<file path="src/rtl/spectrum_peak_meter_pkg.sv">
// Shared constants and FSM encoding for the spectrum peak meter.
// Band count, magnitude width and band-index width are fixed for the seven-band front end.
package spectrum_peak_meter_pkg;

  localparam int NUM_BANDS  = 7;
  localparam int BAND_W     = 8;
  localparam int BAND_IDX_W = 3;

  localparam logic [BAND_IDX_W-1:0] LAST_BAND = BAND_IDX_W'(NUM_BANDS - 1);

  typedef enum logic [1:0] {
    ST_IDLE  = 2'd0,
    ST_SWEEP = 2'd1,
    ST_DONE  = 2'd2
  } state_t;

endpackage

</file>
<file path="src/rtl/spectrum_peak_ram.sv">
// Per-band register file holding level, held peak and hold counter.
// One synchronous write port and a combinational read port for the sweep; one registered display port.
module spectrum_peak_ram
  import spectrum_peak_meter_pkg::*;
#(
  parameter int HOLD_W = 15
) (
  input  logic                  clock,
  input  logic                  reset,
  input  logic                  we,
  input  logic [BAND_IDX_W-1:0] wr_band,
  input  logic [BAND_W-1:0]     wr_level,
  input  logic [BAND_W-1:0]     wr_peak,
  input  logic [HOLD_W-1:0]     wr_hold,
  input  logic [BAND_IDX_W-1:0] sw_band,
  output logic [BAND_W-1:0]     sw_peak,
  output logic [HOLD_W-1:0]     sw_hold,
  input  logic [BAND_IDX_W-1:0] rd_band,
  output logic [BAND_W-1:0]     rd_level,
  output logic [BAND_W-1:0]     rd_peak
);

  logic [BAND_W-1:0] level_q [NUM_BANDS];
  logic [BAND_W-1:0] peak_q  [NUM_BANDS];
  logic [HOLD_W-1:0] hold_q  [NUM_BANDS];

  assign sw_peak = peak_q[sw_band];
  assign sw_hold = hold_q[sw_band];

  // Display read samples the pre-write contents when the same band is being swept.
  always_ff @(posedge clock) begin
    if (reset) begin
      for (int i = 0; i < NUM_BANDS; i++) begin
        level_q[i] <= '0;
        peak_q[i]  <= '0;
        hold_q[i]  <= '0;
      end
      rd_level <= '0;
      rd_peak  <= '0;
    end else begin
      if (we) begin
        level_q[wr_band] <= wr_level;
        peak_q[wr_band]  <= wr_peak;
        hold_q[wr_band]  <= wr_hold;
      end
      if (rd_band < BAND_IDX_W'(NUM_BANDS)) begin
        rd_level <= level_q[rd_band];
        rd_peak  <= peak_q[rd_band];
      end else begin
        rd_level <= '0;
        rd_peak  <= '0;
      end
    end
  end

endmodule

</file>
<file path="src/rtl/spectrum_peak_meter.sv">
// Seven-band level/peak meter: latches a frame on each ready strobe and sweeps one band per cycle,
// applying peak hold and prescaled decay; one frame may wait in a pending buffer while busy.
module spectrum_peak_meter
  import spectrum_peak_meter_pkg::*;
#(
  parameter int HOLD_SAMPLES = 24000,
  parameter int HOLD_W       = 15,
  parameter int DECAY_DIV    = 480,
  parameter int DECAY_STEP   = 1
) (
  input  logic                  clock,
  input  logic                  reset,
  input  logic                  ready,
  input  logic [BAND_W-1:0]     freq1,
  input  logic [BAND_W-1:0]     freq2,
  input  logic [BAND_W-1:0]     freq3,
  input  logic [BAND_W-1:0]     freq4,
  input  logic [BAND_W-1:0]     freq5,
  input  logic [BAND_W-1:0]     freq6,
  input  logic [BAND_W-1:0]     freq7,
  input  logic [BAND_IDX_W-1:0] rd_band,
  output logic [BAND_W-1:0]     rd_level,
  output logic [BAND_W-1:0]     rd_peak,
  output logic                  busy,
  output logic                  frame_done,
  output logic                  overrun,
  output logic [1:0]            state_dbg
);

  localparam int                  PRESC_W    = (DECAY_DIV > 1) ? $clog2(DECAY_DIV) : 1;
  localparam logic [PRESC_W-1:0]  PRESC_LAST = PRESC_W'(DECAY_DIV - 1);
  localparam logic [HOLD_W-1:0]   HOLD_INIT  = HOLD_W'(HOLD_SAMPLES);
  localparam logic [BAND_W-1:0]   STEP_V     = BAND_W'(DECAY_STEP);

  // Handshake: ready is a one-cycle strobe with no backpressure; the frame on freq1..7 is
  // valid only in that cycle and is either latched (frame/pending buffer) or dropped with overrun.
  state_t                  state, state_next;
  logic [BAND_IDX_W-1:0]   band, band_next;
  logic [BAND_W-1:0]       freq_in [NUM_BANDS];
  logic [BAND_W-1:0]       frame_q [NUM_BANDS];
  logic [BAND_W-1:0]       pend_q  [NUM_BANDS];
  logic                    frame_tick_q, pend_tick_q, pend_valid_q, overrun_q;
  logic [PRESC_W-1:0]      presc_q;
  logic                    tick_in;
  logic                    load_in, load_pend, pend_load, pend_clr, drop, we;
  logic [BAND_W-1:0]       new_mag, sw_peak, wr_peak;
  logic [HOLD_W-1:0]       sw_hold, wr_hold;

  always_comb begin
    freq_in[0] = freq1;
    freq_in[1] = freq2;
    freq_in[2] = freq3;
    freq_in[3] = freq4;
    freq_in[4] = freq5;
    freq_in[5] = freq6;
    freq_in[6] = freq7;
  end

  assign tick_in    = (presc_q == PRESC_LAST);
  assign busy       = (state != ST_IDLE);
  assign frame_done = (state == ST_DONE);
  assign overrun    = overrun_q;
  assign state_dbg  = state;

  always_comb begin
    state_next = state;
    band_next  = band;
    load_in    = 1'b0;
    load_pend  = 1'b0;
    pend_load  = 1'b0;
    pend_clr   = 1'b0;
    drop       = 1'b0;
    we         = 1'b0;
    case (state)
      ST_IDLE: begin
        if (ready) begin
          load_in    = 1'b1;
          band_next  = '0;
          state_next = ST_SWEEP;
        end
      end
      ST_SWEEP: begin
        we = 1'b1;
        if (band == LAST_BAND) state_next = ST_DONE;
        else                   band_next  = band + 1'b1;
        if (ready) begin
          if (pend_valid_q) drop      = 1'b1;
          else              pend_load = 1'b1;
        end
      end
      ST_DONE: begin
        band_next = '0;
        if (pend_valid_q) begin
          load_pend  = 1'b1;
          pend_clr   = 1'b1;
          state_next = ST_SWEEP;
          drop       = ready;
        end else if (ready) begin
          // Slot is free and the engine is about to be free: start this frame directly.
          load_in    = 1'b1;
          state_next = ST_SWEEP;
        end else begin
          state_next = ST_IDLE;
        end
      end
      default: state_next = ST_IDLE;
    endcase
  end

  always_ff @(posedge clock) begin
    if (reset) begin
      state        <= ST_IDLE;
      band         <= '0;
      presc_q      <= '0;
      frame_tick_q <= 1'b0;
      pend_tick_q  <= 1'b0;
      pend_valid_q <= 1'b0;
      overrun_q    <= 1'b0;
      for (int i = 0; i < NUM_BANDS; i++) begin
        frame_q[i] <= '0;
        pend_q[i]  <= '0;
      end
    end else begin
      state <= state_next;
      band  <= band_next;
      if (ready) presc_q <= tick_in ? '0 : presc_q + 1'b1;
      if (load_in) begin
        frame_q      <= freq_in;
        frame_tick_q <= tick_in;
      end else if (load_pend) begin
        frame_q      <= pend_q;
        frame_tick_q <= pend_tick_q;
      end
      if (pend_load) begin
        pend_q       <= freq_in;
        pend_tick_q  <= tick_in;
        pend_valid_q <= 1'b1;
      end else if (pend_clr) begin
        pend_valid_q <= 1'b0;
      end
      if (drop) overrun_q <= 1'b1;
    end
  end

  // A new maximum (including equal) re-arms the hold; decay only starts once hold has run out.
  always_comb begin
    new_mag = frame_q[band];
    wr_peak = sw_peak;
    wr_hold = sw_hold;
    if (new_mag >= sw_peak) begin
      wr_peak = new_mag;
      wr_hold = HOLD_INIT;
    end else if (sw_hold != '0) begin
      wr_hold = sw_hold - 1'b1;
    end else if (frame_tick_q) begin
      wr_peak = (sw_peak > STEP_V) ? sw_peak - STEP_V : '0;
    end
  end

  spectrum_peak_ram #(
    .HOLD_W (HOLD_W)
  ) u_ram (
    .clock    (clock),
    .reset    (reset),
    .we       (we),
    .wr_band  (band),
    .wr_level (new_mag),
    .wr_peak  (wr_peak),
    .wr_hold  (wr_hold),
    .sw_band  (band),
    .sw_peak  (sw_peak),
    .sw_hold  (sw_hold),
    .rd_band  (rd_band),
    .rd_level (rd_level),
    .rd_peak  (rd_peak)
  );

endmodule

</file>
<file path="config.mk">
export PLATFORM = sky130hd
export DESIGN_NAME = spectrum_peak_meter
export DESIGN_NICKNAME = d
export VERILOG_FILES = /design/src/rtl/spectrum_peak_meter_pkg.sv /design/src/rtl/spectrum_peak_ram.sv /design/src/rtl/spectrum_peak_meter.sv
export SDC_FILE = /design/constraint.sdc
export NUM_CORES = 1
export LEC_CHECK = 0
export CORE_UTILIZATION = 33
export CTS_BUF_LIST = sky130_fd_sc_hd__clkbuf_4 sky130_fd_sc_hd__clkbuf_8 sky130_fd_sc_hd__clkbuf_16
export DETAILED_ROUTE_END_ITERATION = 10
export HOLD_SLACK_MARGIN = 0.06
export PLACE_DENSITY = 0.58
export SETUP_SLACK_MARGIN = 0.05
export SLEW_MARGIN = 30
export SYNTH_ARGS = -nofsm -noshare
export SYNTH_HDL_FRONTEND = slang
export SYNTH_SLANG_ARGS = --single-unit
export TNS_END_PERCENT = 100
</file>
<file path="constraint.sdc">
create_clock -name clock -period 3.94 [get_ports clock]
set_input_delay 1.182 -clock clock [delete_from_list [all_inputs] [get_ports clock]]
set_output_delay 1.182 -clock clock [all_outputs]
set_load 0.01 [all_outputs]
</file>
==> impl_metrics.toml <==
[status]
status = "finished, final reports clean"

[die]
rows = 86
start_util_pct = 33.45
fp.coreArea_mm2 = 0.05520
die_x_um = 238.5
die_h_um = 238.5
die-area_mm2 = 0.05690
ioPinCount = 83

[clock_tree]
cts.path.max_buffers = 3
hold_buffers = 0
clockRootBuffer = "clkbuf_16"
htreeDepth = 2
cts_tree = "done"
path_clk_slew_ns = 0.07
insertion_delay_ns = 0.57
cts_buffers = 43
clock-sinks = 397

[min_path]
holdPathStages = 2
hold_path_class = "reg -> reg"

[finish]
fillCellCount = 5313
drive_gt1_share_pct = 15.81
fin_cells = 2544
area_delta_synth_final_pct = 18.58
final_util_pct = 39.66
n_antenna_cell = 0
nNetsFinal = 1842

[power]
finalPower_w = 0.01069
peakVddDrop_v = 0.0002641
leakagePower_nw = 7.720
power_density_mw_per_mm2 = 488.3

[global_route]
grt_pass1_vias = 13394
grt_usage_pct = 18.30
overflow = 0
antenna_found_initial = 0
grt_max_degree = 96
grt_pass1_wl_um = 80150

[synth]
synth_area_leaders = "edfxtp_1 35%, dfxtp_1 20%, mux4_2 8.2%, nor2_1 5.1%, nand2_1 5.1%"
synth-edff-count = 217
synthDistinctLibCells = 77
synth_area_mm2 = 0.01846
ys_async_sr_fraction_pct = 0
synthCells = 1684
synth_top_cell_by_area = "edfxtp_1"
synth_seq_cells = 397
synth_top_area_share_pct = 35.29
synth_ff_type = "edfxtp_1"
avgSynthCellArea_um2 = 10.96
seq_area_frac_synth_pct = 54.81
synth_warnings = 0
syn-num-nets = 1765

[setup_path]
cp.depth = 10
critPathBufInv = 2
r2r_end = "u_ram.peak_q[0][6]"
crit_path_max_incr_delay_ns = 0.55
worstRegToRegCells = 10
crit_family = "multiplexers"
worstSetupStartpointType = "register"
crit_end = "u_ram.peak_q[0][6]"
cp_slowest_cell = "mux4_2"
r2r_setup_slack_ns = 0.27
cp.arrival_ns = 3.97
crit_fanout = 27
worstPathRequired_ns = 4.24
endpoint_kind = "register"
crit_type = "reg -> reg"
path_cells = "buf_12, mux4_2, mux2i_2, ha_1, or4b_4, nor3_4, buf_4, a31oi_1, o32ai_4, nor2_1"

[sta]
max_freq_ghz = 0.2728
maxSlewHeadroom_pct = 44.10
rsz0062_at_grt = "false"
skew_ns = 0.01602
period_needed_ns = 3.666
hold_viol = 0
slew_viol_final = 0
finalSetupViolations = 0
finalWorstSetupSlack_ns = 0.2740
period_share_pct = 93.05
finalSetupTns_ns = 0
tightest_slew_ns = 0.8368

[routing]
via_per_inst = 5.367
num_vias = 13653
dr.pass1.iters = 5
post_drt_wl_per_cell_um = 20.39
first_iter_violations = 1329
routed_wl_um = 51870
antenna_left = 0
drc_errors = 0

[place]
gp_congestion = 0.8944
dp.cells = 2459
dp_worst_setup_slack_ns = 0.1890
dp_hpwl_um = 32970
portBuffers = 82

[flow_run]
drv_cap = 0
what timing repair did:
action                     4_1_cts  5_1_grt
buffers inserted                 0        5
setup endpoints to repair        0       69
resized for setup                0        5
how the worst min path moves through the flow:
| stage | start | endpoint | slack (ns) |
|---|---|---|---|
| after CTS | u_ram.hold_q[6][3] | u_ram.hold_q[6][3] | 0.45 |
| final | u_ram.hold_q[6][3] | u_ram.hold_q[6][3] | 0.45 |
| after global routing | pend_q[34] | pend_q[34] | 0.47 |
| after floorplan | u_ram.hold_q[6][9] | u_ram.hold_q[6][9] | 0.43 |
| after global placement | u_ram.hold_q[6][3] | u_ram.hold_q[6][3] | 0.44 |
| after detailed placement | u_ram.hold_q[6][3] | u_ram.hold_q[6][3] | 0.45 |
cells in the mapped netlist, types with 10 or more instances:
master,count
a21oi_1,87
a311oi_1,59
buf_1,25
clkbuf_1,90
dfxtp_1,180
edfxtp_1,217
ha_1,19
inv_1,38
mux2_2,14
mux2i_1,62
mux4_1,11
mux4_2,67
nand2_1,251
nand3_1,95
nand4_1,10
nor2_1,253
nor2b_1,12
nor3_1,25
o21ai_0,31
layer usage:
metal	GRT usage, %	wire (µm)	vias up
met1	25.99	23330	6834
li1	-	-	6263
met3	2.540	3288	68
met5	0	0	-
met2	29.38	24250	488
met4	4.565	994	0
per-stage QoR:
step	hold slack, ns	area [µm²]
4_1_cts	0.4542	21840
6_report	0.4539	21890
2_1_floorplan	0.4273	18470
3_3_place_gp	0.4394	20410
5_1_grt	0.4700	21890
3_5_place_dp	0.4465	20410
state kept, by name, indices dropped and copies added (netlist names), 2 cells and up, named ones only:
register	count
u_ram.hold_q	120
band	3
u_ram.peak_q	64
u_ram.rd_level	8
state_dbg	2
u_ram.rd_peak	8
u_ram.level_q	64
pend_q	56
frame_q	56
presc_q	9
where the power goes:
| part | internal [W] | total (W) | switching [W] |
|---|---|---|---|
| clock | 0.00234 | 0.00405 | 0.00171 |
| combinational | 0.000736 | 0.00189 | 0.00116 |
| sequential | 0.00461 | 0.00475 | 0.000140 |
| total | 0.00768 | 0.0107 | 0.00301 |
area by class of cell:
cell class / instances / area, µm² / share of cell area (%)
well taps: 748 / 935.9 / 4.275
clock buffers: 54 / 1220 / 5.572
flip-flops and latches: 397 / 10120 / 46.24
clock inverters: 26 / 210.2 / 0.9601
inverters: 39 / 146.4 / 0.6686
repair buffers: 163 / 1563 / 7.138
multi-input cells: 1117 / 7695 / 35.14
worst register-to-register path: stages, from the launching register on:
cell     delay (ns)
dfxtp_2        0.42
buf_12         0.24
mux4_2         0.56
mux2i_2        0.32
ha_1           0.24
or4b_4         0.53
nor3_4         0.25
buf_4          0.18
a31oi_1        0.13
o32ai_4        0.44
nor2_1         0.09
logic make-up (layout without fill, tap and decap cells):
family,after synthesis,in the layout,share of synthesized area (%)
compound gates,229,229,8.701
mux,159,159,14.32
buf+inv,170,282,3.822
xor+xnor,13,13,0.6167
fa+ha+maj,19,19,1.288
simple gates,697,697,16.45
flops,397,397,54.81
placed cells by master (no fill, tap or decap), types with 31 or more instances in the layout:
| cell | n |
|---|---|
| nand2_1 | 250 |
| a311oi_1 | 59 |
| nand3_1 | 94 |
| edfxtp_1 | 217 |
| dfxtp_1 | 176 |
| buf_4 | 70 |
| nor2_1 | 251 |
| mux4_2 | 67 |
| inv_1 | 38 |
| mux2i_1 | 62 |
| clkdlybuf4s50_1 | 80 |
| clkbuf_16 | 44 |
| o21ai_0 | 31 |
| a21oi_1 | 87 |
(Power assumes the default switching activity.)
